`src/rtl/fcb_apb_pkg.sv`:
```
// Shared definitions for the FCB APB front-end: FSM encoding, command bits and
// write-FIFO entry layout.
package fcb_apb_pkg;

  typedef logic [2:0] state_t;

  localparam state_t StIdle   = 3'd0;
  localparam state_t StWr     = 3'd1;
  localparam state_t StRdCmd  = 3'd2;
  localparam state_t StRdWait = 3'd3;
  localparam state_t StRdPop  = 3'd4;
  localparam state_t StDone   = 3'd5;
  localparam state_t StErr    = 3'd6;

  localparam logic CMD_WR = 1'b1;
  localparam logic CMD_RD = 1'b0;

  localparam int unsigned ENT_CMD_BIT  = 39;
  localparam int unsigned ENT_ADDR_MSB = 38;
  localparam int unsigned ENT_ADDR_LSB = 32;
  localparam int unsigned ENT_DATA_MSB = 31;

  localparam logic [6:0] CFG_DATA_ADDR = 7'h20;

  function automatic logic [39:0] make_entry(input logic        cmd,
                                             input logic [6:0]  addr,
                                             input logic [31:0] data);
    logic [39:0] e;
    e                             = '0;
    e[ENT_CMD_BIT]                = cmd;
    e[ENT_ADDR_MSB:ENT_ADDR_LSB]  = addr;
    e[ENT_DATA_MSB:0]             = data;
    return e;
  endfunction

endpackage

```
`src/rtl/fcb_apb_frwf_bridge.sv`:
```
// APB3 slave that turns APB writes/reads into FCB write-FIFO entries and returns
// read-back FIFO words on PRDATA, with full back-pressure and a read timeout.
module fcb_apb_frwf_bridge
  import fcb_apb_pkg::*;
#(
  parameter int unsigned RD_TIMEOUT = 256,
  parameter int unsigned TMO_W      = 8,
  parameter logic [6:0]  POP_ADDR   = 7'h7F
) (
  input  logic        fcb_sys_clk,
  input  logic        fcb_sys_rst_n,
  input  logic        fcb_apb_en,
  input  logic        fcb_psel,
  input  logic        fcb_penable,
  input  logic        fcb_pwrite,
  input  logic [8:0]  fcb_paddr,
  input  logic [31:0] fcb_pwdata,
  output logic [31:0] fcb_prdata,
  output logic        fcb_pready,
  output logic        fcb_pslverr,
  input  logic        frwf_wff_full,
  input  logic        frwf_crf_empty,
  input  logic [31:0] frwf_crf_rd_data,
  output logic        faps_frwf_apb_on,
  output logic [39:0] faps_frwf_wff_wr_data,
  output logic        faps_frwf_wff_wr_en,
  output logic        faps_frwf_crf_rd_en
);

  localparam logic [TMO_W-1:0] TmoLast = TMO_W'(RD_TIMEOUT - 1);

  state_t            state_q, state_d;
  logic [TMO_W-1:0]  timer_q, timer_d;
  logic [31:0]       prdata_q, prdata_d;
  logic [31:0]       wdata_q, wdata_d;
  logic [6:0]        addr_q, addr_d;
  logic              apb_on_q;

  logic              wr_en;
  logic [39:0]       wr_data;
  logic              rd_en;

  // Byte-lane bits carry no meaning for word-wide SFRs.
  logic unused_paddr_lsb;
  assign unused_paddr_lsb = ^fcb_paddr[1:0];

  always_comb begin
    state_d  = state_q;
    timer_d  = timer_q;
    prdata_d = prdata_q;
    wdata_d  = wdata_q;
    addr_d   = addr_q;
    wr_en    = 1'b0;
    wr_data  = '0;
    rd_en    = 1'b0;

    case (state_q)
      StIdle: begin
        if (fcb_psel && !fcb_penable) begin
          addr_d  = fcb_paddr[8:2];
          wdata_d = fcb_pwdata;
          if (!apb_on_q) begin
            state_d = StErr;
          end else if (fcb_pwrite) begin
            state_d = StWr;
          end else if (fcb_paddr[8:2] == POP_ADDR) begin
            state_d = StRdWait;
            timer_d = '0;
          end else begin
            state_d = StRdCmd;
          end
        end
      end
      StWr: begin
        if (!frwf_wff_full) begin
          wr_en   = 1'b1;
          wr_data = make_entry(CMD_WR, addr_q, wdata_q);
          state_d = StDone;
        end
      end
      StRdCmd: begin
        if (!frwf_wff_full) begin
          wr_en   = 1'b1;
          wr_data = make_entry(CMD_RD, addr_q, 32'h0);
          state_d = StRdWait;
          timer_d = '0;
        end
      end
      StRdWait: begin
        if (!frwf_crf_empty) begin
          state_d = StRdPop;
        end else if (timer_q == TmoLast) begin
          state_d = StErr;
        end else begin
          timer_d = timer_q + 1'b1;
        end
      end
      StRdPop: begin
        rd_en    = 1'b1;
        prdata_d = frwf_crf_rd_data;
        state_d  = StDone;
      end
      default: state_d = StIdle;
    endcase

    // Master abandoned the transfer: stop before any further FIFO side effect.
    if (state_q != StIdle && !fcb_psel) begin
      state_d  = StIdle;
      wr_en    = 1'b0;
      wr_data  = '0;
      rd_en    = 1'b0;
      prdata_d = prdata_q;
    end
  end

  always_ff @(posedge fcb_sys_clk) begin
    if (!fcb_sys_rst_n) begin
      state_q  <= StIdle;
      timer_q  <= '0;
      prdata_q <= '0;
      wdata_q  <= '0;
      addr_q   <= '0;
      apb_on_q <= 1'b0;
    end else begin
      state_q  <= state_d;
      timer_q  <= timer_d;
      prdata_q <= prdata_d;
      wdata_q  <= wdata_d;
      addr_q   <= addr_d;
      apb_on_q <= fcb_apb_en;
    end
  end

  // FIFO strobes are masked while reset is held so an aborted transfer leaves no trace.
  assign faps_frwf_wff_wr_en   = wr_en & fcb_sys_rst_n;
  assign faps_frwf_wff_wr_data = fcb_sys_rst_n ? wr_data : 40'h0;
  assign faps_frwf_crf_rd_en   = rd_en & fcb_sys_rst_n;
  assign faps_frwf_apb_on      = apb_on_q;

  assign fcb_pready  = (state_q == StDone) || (state_q == StErr);
  assign fcb_pslverr = (state_q == StErr);
  assign fcb_prdata  = (state_q == StErr) ? 32'h0 : prdata_q;

endmodule

```
`config.mk`:
```
export PLATFORM = sky130hd
export DESIGN_NAME = fcb_apb_frwf_bridge
export DESIGN_NICKNAME = d
export VERILOG_FILES = /design/src/rtl/fcb_apb_pkg.sv /design/src/rtl/fcb_apb_frwf_bridge.sv
export SDC_FILE = /design/constraint.sdc
export NUM_CORES = 1
export LEC_CHECK = 0
export ABC_AREA = 0
export ABC_CLOCK_PERIOD_IN_PS = 1400
export BUFFER_PORTS_ARGS = -buffer_cell sky130_fd_sc_hd__clkbuf_2
export CAP_MARGIN = 20
export CORE_AREA = 2 2 96 98
export CTS_BUF_LIST = sky130_fd_sc_hd__clkbuf_4
export CTS_CLUSTER_SIZE = 12
export DETAILED_ROUTE_END_ITERATION = 10
export DIE_AREA = 0 0 98 100
export GPL_TIMING_DRIVEN = 0
export PLACE_DENSITY = 0.82
export SLEW_MARGIN = 40
export SYNTH_ARGS = -nofsm -noshare
export SYNTH_HDL_FRONTEND = slang
export SYNTH_SLANG_ARGS = --single-unit
```
`constraint.sdc`:
```
create_clock -name fcb_sys_clk -period 1.4 [get_ports fcb_sys_clk]
set_input_delay 0.07 -clock fcb_sys_clk [delete_from_list [all_inputs] [get_ports fcb_sys_clk]]
set_output_delay 0.07 -clock fcb_sys_clk [all_outputs]
set_load 0.1 [all_outputs]
```
==> run summary, run 1 <==
Status: aborted with a tool error
Failed at: global routing (5_1_grt)
Stop Error: [ERROR GRT-0232] Routing congestion too high. Check the congestion heatmap in the GUI.
Grt repair worst endpoint: faps_frwf_wff_wr_data[12]
H-tree depth: 3
#FFs+latches synth: 83
Mapped Cells: 507
Root Buffer Master: clkbuf_4
Die height: 100 um
TritonCTS Buffers: 9
Total congestion overflow: 355
Yosys warns: 0
Port bufs: 155
Starting Density: 43.1%
Sink Count: 83
I/O Pins: 158
Avg Synthesized Cell Area: 7.55 um^2
Sequential element share of the synthesized area: 43.4%
GRT Overall Usage: 86.4%
Clock tree buffer depth: 2
Worst endpoint type: top-level output
Gpl congestion: 0.846
Post-synthesis instance area: 0.00383 mm^2
Largest net degree at the start of global routing: 16
Netlist cell types: 42
Post-DP HPWL: 8040 um
Die extent in x: 98 um
Syn Nets: 589
Row count: 35
cell usage after synthesis:
master | n | area share (%)
clkbuf_1 | 22 | 2.2
nor3_1 | 2 | 0.26
nand2b_1 | 4 | 0.65
nand3_1 | 7 | 0.91
nor2b_1 | 2 | 0.33
o2111ai_1 | 1 | 0.23
nor3b_1 | 1 | 0.20
ha_1 | 1 | 0.33
or3_4 | 1 | 0.29
and3_1 | 5 | 0.82
a211oi_1 | 4 | 0.78
a21oi_1 | 76 | 9.9
or2_1 | 1 | 0.16
buf_2 | 8 | 1.0
o21ai_1 | 1 | 0.13
or4_1 | 3 | 0.59
nand4b_1 | 1 | 0.23
a31oi_1 | 2 | 0.33
o211ai_1 | 9 | 1.8
o41a_1 | 1 | 0.29
o221ai_1 | 2 | 0.46
o21ba_2 | 1 | 0.26
nand4_1 | 4 | 0.65
inv_1 | 12 | 1.2
nand2_1 | 150 | 15
o31ai_4 | 1 | 0.56
o211a_1 | 1 | 0.26
nor2_1 | 7 | 0.69
nor4_1 | 2 | 0.33
buf_4 | 2 | 0.39
nor4_2 | 2 | 0.65
and2_1 | 73 | 12
o21ai_0 | 4 | 0.52
a311oi_1 | 1 | 0.23
a221oi_1 | 1 | 0.23
a21o_1 | 2 | 0.39
or3_1 | 1 | 0.16
nor3_2 | 2 | 0.52
maj3_1 | 1 | 0.26
a2bb2oi_1 | 1 | 0.23
buf_6 | 2 | 0.59
dfxtp_1 | 83 | 43
what timing repair did:
action,in CTS
cloned,5
gates resized for setup,312
setup endpoints to repair,156
endpoints found under the hold margin,74
pin swaps,36
hold buffers,75
buffers inserted,19
stage by stage:
stage          utilization [%]  setup TNS [ns]  instance area, um^2  instances  setup WS [ns]
4_1_cts                   89.0          -52.84                 7920        886         -0.582
3_5_place_dp              56.6          -55.00                 5030        773         -0.741
3_3_place_gp              56.6          -53.35                 5030        773         -0.749
2_1_floorplan                -          -18.89                 4110        507          -1.09
per-layer routing:
metal | GRT overflow | global-route usage [%]
met3 | 2 | 65.5
met4 | 136 | 102
met1 | 0 | 81.9
met2 | 217 | 108
met5 | 0 | 9.74
logic make-up after synthesis:
kind of cell             count (synthesis)  share of synthesized area, %
AO/OA/AOI/OAI                          108                          16.6
adder cells (fa/ha/maj)                  2                         0.588
buffers and inverters                   46                          5.36
flip-flops                              83                          43.4
AND/OR/NAND/NOR                        268                          34.1
==> run 2, diff against run 1 <==
==> config.mk (replaced) <==
export PLATFORM = sky130hd
export DESIGN_NAME = fcb_apb_frwf_bridge
export DESIGN_NICKNAME = d
export VERILOG_FILES = /design/src/rtl/fcb_apb_pkg.sv /design/src/rtl/fcb_apb_frwf_bridge.sv
export SDC_FILE = /design/constraint.sdc
export NUM_CORES = 1
export LEC_CHECK = 0
export ABC_AREA = 0
export ABC_CLOCK_PERIOD_IN_PS = 1800
export BUFFER_PORTS_ARGS = -buffer_cell sky130_fd_sc_hd__clkbuf_2
export CAP_MARGIN = 20
export CORE_AREA = 2 2 101 103
export DETAILED_ROUTE_END_ITERATION = 10
export DIE_AREA = 0 0 103 105
export GPL_TIMING_DRIVEN = 0
export PLACE_DENSITY_LB_ADDON = 0.15
export SLEW_MARGIN = 40
export SYNTH_ARGS = -nofsm -noshare
export SYNTH_HDL_FRONTEND = slang
export SYNTH_SLANG_ARGS = --single-unit
==> constraint.sdc (replaced) <==
create_clock -name fcb_sys_clk -period 1.8 [get_ports fcb_sys_clk]
set_input_delay 0.09 -clock fcb_sys_clk [delete_from_list [all_inputs] [get_ports fcb_sys_clk]]
set_output_delay 0.09 -clock fcb_sys_clk [all_outputs]
set_load 0.1 [all_outputs]
==> run summary, run 2 <==
Status: finished, violations left
Failing checks: setup timing
Routed Antenna Nets: 0
Number of global-route vias before repair: 4630
Post-DP HPWL: 7860 um (-2.1%)
Max-slew violations: 0
Layout cells sized above 1: 33.7%
Gpl congestion: 0.900 (+6.4%)
Worst-Margin Slew: 0.608 ns
Drc violations: 0
Critical Path AT: 1.77 ns
Most numerous cell in the Yosys netlist: nand2_1
Worst EP required: 1.71 ns
Hold crit path type: in -> reg
Max IR drop VDD: 512 uV
ANT cells: 0
I/O Pins: 158 (unchanged)
#FFs+latches synth: 83 (unchanged)
Yosys warns: 0 (unchanged)
FMAX: 538 MHz
Dpl cell area: 0.00489 mm^2 (-2.7%)
Max FO, Critical Path: 10
Util after Layout: 73.6%
WL final: 13800 um
Starting Density: 39.7% (-3.3 points)
Dpl cells: 795 (+2.8%)
Vias/cell: 4.95
Die area: 0.0108 mm^2
Fin area: 0.00709 mm^2
Fill count: 683
Area share of the largest cell type after synthesis: 43.4% (unchanged)
RSZ-0062 raised after global routing: true
Core area: 0.00964 mm^2
Commonest non-fill, non-tap cell in the layout: nand2_1
TritonCTS Buffers: 9 (unchanged)
Pwr dens: 749 mW/mm^2
Largest net degree at the start of global routing: 13
First-pass GRT wire length: 22100 um
Top cells by area, synth: dfxtp_1, nand2_1, and2_1, a21oi_1, clkbuf_1
Post-synth top area cell: dfxtp_1
Root Buffer Master: clkbuf_8
Maxcap violations: 0
CTS tree: built
Initial DRT Pass Iterations: 4
Post-Layout Cell Count: 887
Wirelength per Cell: 15.6 um
Syn Nets: 589 (unchanged)
Critical path endpoint category: primary output
Worst skew pair latency: 0.35 ns
Area Growth Syn to Fin: 85.2%
Die height: 105 um (+5.0%)
Sink Count: 83 (unchanged)
Clock tree buffer depth: 2 (unchanged)
Rel. slew slack: 59.4%
PnR worst setup slack: -0.0587 ns
Final Power: 5310 uW
Vias: 4388
Reg clk slew, reported paths: 0.08 ns
Worst-path cell chain: nand2b_4 -> nor4_4 -> buf_6 -> buf_8 -> and2_2 -> clkbuf_16
Layout Skew: 0.0104 ns
H-tree depth: 3 (unchanged)
Die extent in x: 103 um (+5.1%)
Mapped Cells: 507 (unchanged)
Avg Synthesized Cell Area: 7.55 um^2 (unchanged)
Hold Fails Final Rpt: 0
Layout net count: 834
Largest registers: prdata_q (32), wdata_q (32), timer_q (8)
Hold Slack: 0.0917 ns
Min cycle time layout: 1.86 ns
Setup crit start kind: register
Initial antenna violation count: 0
Post-synthesis instance area: 0.00383 mm^2 (unchanged)
CP peak stage delay: 0.37 ns
Asr flop ratio synth: 0% (unchanged)
EDFF count, synth: 0 (unchanged)
Netlist cell types: 42 (unchanged)
Most frequent cells in the layout: nand2_1, clkbuf_2, dfxtp_1, a21oi_1, dlygate4sd3_1
Crit-path slowest cell: dfxtp_4
LEAKAGE: 0.00293 uW
Drt first-iter violations: 171
Post-synth top cells: nand2_1, dfxtp_1, a21oi_1
Top FF cell, synth: dfxtp_1
Final Setup Violations: 36
Port bufs: 155 (unchanged)
Sequential element share of the synthesized area: 43.4% (unchanged)
Row count: 36 (+2.9%)
Total congestion overflow: 0
Crit share post-route: 103%
GRT Overall Usage: 25.7%
Kind of critical path: reg -> out
run 2: cell counts after synthesis:
Identical to the previous run, type by type.
run 2: timing repair:
action / CTS / global route
hold endpoints to repair: 72 / 0
setup buffers: 3 / 5
pin swaps: 6 / 7
endpoints found under the setup margin: 75 / 123
resized for setup: 218 / 58
hold buffers: 72 / 0
run 2: worst paths after layout:
kind	depth (start not counted)	end	from	slack, ns
setup / recovery	6	faps_frwf_wff_wr_data[18]	state_q[1]$_SDFFE_PP0P_	-0.06
hold / removal	2	state_q[2]$_SDFFE_PP0P_	fcb_sys_rst_n	0.09
setup reg to reg	6	wdata_q[5]$_SDFFE_PN0P_	state_q[0]$_SDFFE_PP0P_	0.05
hold reg to reg	2	prdata_q[18]$_SDFFE_PN0N_	prdata_q[18]$_SDFFE_PN0N_	0.45
run 2: power by group:
part / leakage [uW] / internal [uW] / total [uW] / switching (uW)
registers: 0.000676 / 2000 / 2090 / 94.6
clock network: 0.0000884 / 619 / 1280 / 664
logic: 0.00216 / 736 / 1940 / 1200
run 2: area by class of cell:
| cell class | instances | area (um^2) | area share (%) |
|---|---|---|---|
| Buffer | 33 | 234 | 3.30 |
| Clock buffer | 10 | 128 | 1.80 |
| Clock inverter | 3 | 41.3 | 0.582 |
| Inverter | 12 | 45.0 | 0.635 |
| Multi-Input combinational cell | 378 | 2130 | 30.0 |
| Sequential cell | 83 | 1670 | 23.6 |
| Tap cell | 133 | 166 | 2.35 |
| Timing Repair Buffer | 235 | 2680 | 37.7 |
run 2: routing by layer:
layer	up-vias	wire length, um	GRT usage, %
met5	-	0	0
met1	2030	5370	27.5
met4	0	389	11.9
met2	154	7190	45.9
li1	2168	-	-
met3	36	885	6.62
run 2: worst max-delay path: cells and delay by family (launching register included):
kind	cells	cell delay (ns)
and+or+nand+nor	3	0.55
buffers and inverters	3	0.51
DFF	1	0.37
run 2: through the flow:
stage	setup WS [ns]	TNS, ns
floorplan	-0.709	-4.91
global placement	-0.432	-12.34
detailed placement	-0.358	-10.21
CTS	-0.119	-3.69
global route	-0.139	-4.47
finish	-0.0587	-1.40
run 2: kinds of logic (layout without fill, tap and decap cells):
kind of cell               after synthesis  count (layout)  synth area share, %
AOI/OAI and AO/OA                      108             108                 16.6
adders and majority gates                2               2                0.588
buffers and inverters                   46             293                 5.36
DFF                                     83              83                 43.4
and+or+nand+nor                        268             268                 34.1
Note: power is estimated with default switching activity, not from simulation.
==> run 3, diff against run 2 <==
--- a/config.mk
+++ b/config.mk
@@ -14,6 +14,7 @@
 export DIE_AREA = 0 0 103 105
 export GPL_TIMING_DRIVEN = 0
 export PLACE_DENSITY_LB_ADDON = 0.15
+export RECOVER_POWER = 25
 export SLEW_MARGIN = 40
 export SYNTH_ARGS = -nofsm -noshare
 export SYNTH_HDL_FRONTEND = slang
==> run summary, run 3 (same netlist as run 2, synthesis figures left out) <==
Pwr dens: 749 mW/mm^2 (+0.10%)
Initial antenna violation count: 0 (unchanged)
Post-DP HPWL: 7860 um (unchanged)
WL final: 13800 um (-0.10%)
Number of global-route vias before repair: 4630 (unchanged)
TritonCTS Buffers: 9 (unchanged)
Die extent in x: 103 um (unchanged)
Min cycle time layout: 1.86 ns (+0.00145 ns)
Total congestion overflow: 0 (unchanged)
Core area: 0.00964 mm^2 (unchanged)
Die area: 0.0108 mm^2 (unchanged)
GRT Overall Usage: 25.7% (unchanged)
Hold crit path type: in -> reg
H-tree depth: 3 (unchanged)
Root Buffer Master: clkbuf_8
Worst-path cell chain: nand2b_4 -> nor4_4 -> buf_6 -> buf_8 -> and2_2 -> clkbuf_16
GR peak layer: met2
Starting Density: 39.7% (unchanged)
Cell family contributing the most delay on the critical path: simple AND/OR/NAND/NOR gates
Hold Fails Final Rpt: 0 (unchanged)
Rel. slew slack: 59.6% (+0.17 points)
Vias/cell: 4.97 (+0.55%)
Hold Startpoint: fcb_sys_rst_n
Post-placement setup slack: -0.358 ns (unchanged)
RSZ-0062 raised after global routing: true
I/O Pins: 158 (unchanged)
Worst EP required: 1.71 ns (about the same)
Area Growth Syn to Fin: 84.9%
Initial DRT Pass Iterations: 5 (+1)
CP bufs+invs: 3 (unchanged)
First-pass GRT wire length: 22100 um (unchanged)
Worst-Margin Slew: 0.606 ns (-0.00256 ns)
Grt met2 use: 45.9% (unchanged)
Sink Count: 83 (unchanged)
Max FO, Critical Path: 10 (unchanged)
Layout Skew: 0.0105 ns (+0.000138 ns)
Port bufs: 155 (unchanged)
Row count: 36 (unchanged)
Most frequent cells in the layout: nand2_1, clkbuf_2, dfxtp_1, a21oi_1, dlygate4sd3_1
Fill count: 685 (+0.29%)
Drc violations: 0 (unchanged)
R2r startpoint: state_q[0]$_SDFFE_PP0P_
Crit share post-route: 103% (about the same)
Wirelength per Cell: 15.6 um (-0.10%)
Final Setup Violations: 36 (unchanged)
Worst skew pair latency: 0.35 ns (about the same)
Hold Slack: 0.0902 ns (-0.00155 ns)
Critical path endpoint category: primary output
Setup crit start kind: register
Failing checks: setup timing
Crit-path slowest cell: dfxtp_4
CTS tree: built
M3 GR Usage: 6.62% (unchanged)
LEAKAGE: 0.00292 uW (-0.11%)
Drt first-iter violations: 157 (-8.2%)
Routed Antenna Nets: 0 (unchanged)
Vias: 4412 (+0.55%)
CP peak stage delay: 0.37 ns (about the same)
Reg clk slew, reported paths: 0.08 ns (about the same)
Start point of the critical path: state_q[1]$_SDFFE_PP0P_
Max IR drop VDD: 516 uV (+0.74%)
Commonest non-fill, non-tap cell in the layout: nand2_1
Kind of critical path: reg -> out
Die height: 105 um (unchanged)
Layout cells sized above 1: 33.4% (-0.27 points)
Gpl congestion: 0.900 (unchanged)
PnR worst setup slack: -0.0602 ns (-0.00145 ns)
Clock tree buffer depth: 2 (unchanged)
Max-slew violations: 0 (unchanged)
Layout net count: 834 (unchanged)
Largest net degree at the start of global routing: 13 (unchanged)
Maxcap violations: 0 (unchanged)
Largest registers: prdata_q (32), wdata_q (32), timer_q (8)
Status: finished, violations left
GRT met1 Usage: 27.5% (unchanged)
ANT cells: 0 (unchanged)
FMAX: 538 MHz (about the same)
Critical Path AT: 1.77 ns (about the same)
## run 3: changes by cell type in the layout (fill, tap and decap cells not counted)
| cell | previous run | this run |
|---|---|---|
| dfxtp_1 | 80 | 81 |
| buf_2 | 8 | 7 |
| or3_1 | 1 | 2 |
| or3_4 | 1 | 0 |
| clkbuf_2 | 84 | 85 |
| dfxtp_4 | 3 | 2 |
## run 3: area by class of cell
cell class                      count  area [um^2]  area share [%]
Clock buffer                       10          128            1.80
Timing Repair Buffer              235         2680            37.8
Multi-Input combinational cell    378         2120            30.0
Sequential cell                    83         1670            23.6
Buffer                             33          234            3.30
Clock inverter                      3         41.3           0.583
Inverter                           12         45.0           0.636
Tap cell                          133          166            2.35
## run 3: final timing paths
kind / end / slack, ns / depth (start not counted)
max: faps_frwf_wff_wr_data[18] / -0.06 / 6
min: state_q[2]$_SDFFE_PP0P_ / 0.09 / 2
max reg2reg: wdata_q[5]$_SDFFE_PN0P_ / 0 / 6
min reg2reg: prdata_q[18]$_SDFFE_PN0N_ / 0.46 / 2
## run 3: report_power, final
group	internal, uW	switching, uW
sequential	2000	94.9
combinational	733	1200
clock	619	665
total	3350	1960
## run 3: worst register-to-register path, cell delays in order (launching register included)
cell and delay (ns):
dfxtp_4 0.38, or2_1 0.35, or3_1 0.46, buf_6 0.17, buf_6 0.14, nand2_1 0.07, a21oi_1 0.09
## run 3: routing by layer
| metal | vias to the layer above | wire length [um] |
|---|---|---|
| li1 | 2168 | - |
| met1 | 2042 | 5360 |
| met2 | 160 | 7160 |
| met3 | 42 | 870 |
| met4 | 0 | 434 |
| met5 | - | 0 |
## run 3: through the flow
| step | TNS, ns | utilization (%) | area (um^2) | instances | total power, uW |
|---|---|---|---|---|---|
| 2_1_floorplan | -4.91 | - | 3950 | 507 | 3310 |
| 3_3_place_gp | -12.34 | 50.8 | 4890 | 795 | 3630 |
| 3_5_place_dp | -10.21 | 50.8 | 4890 | 795 | 3660 |
| 4_1_cts | -3.69 | 72.0 | 6940 | 883 | 5170 |
| 5_1_grt | -4.68 | 73.5 | 7080 | 887 | 5550 |
| 6_report | -1.45 | 73.5 | 7080 | 887 | 5310 |
## run 3: repair_timing
| item | 4_1_cts | 5_1_grt |
|---|---|---|
| gates resized for setup | 218 | 58 |
| pin swaps | 6 | 7 |
| endpoints found under the hold margin | 72 | 0 |
| setup buffers | 3 | 5 |
| hold buffers | 72 | 0 |
| endpoints found under the setup margin | 75 | 123 |
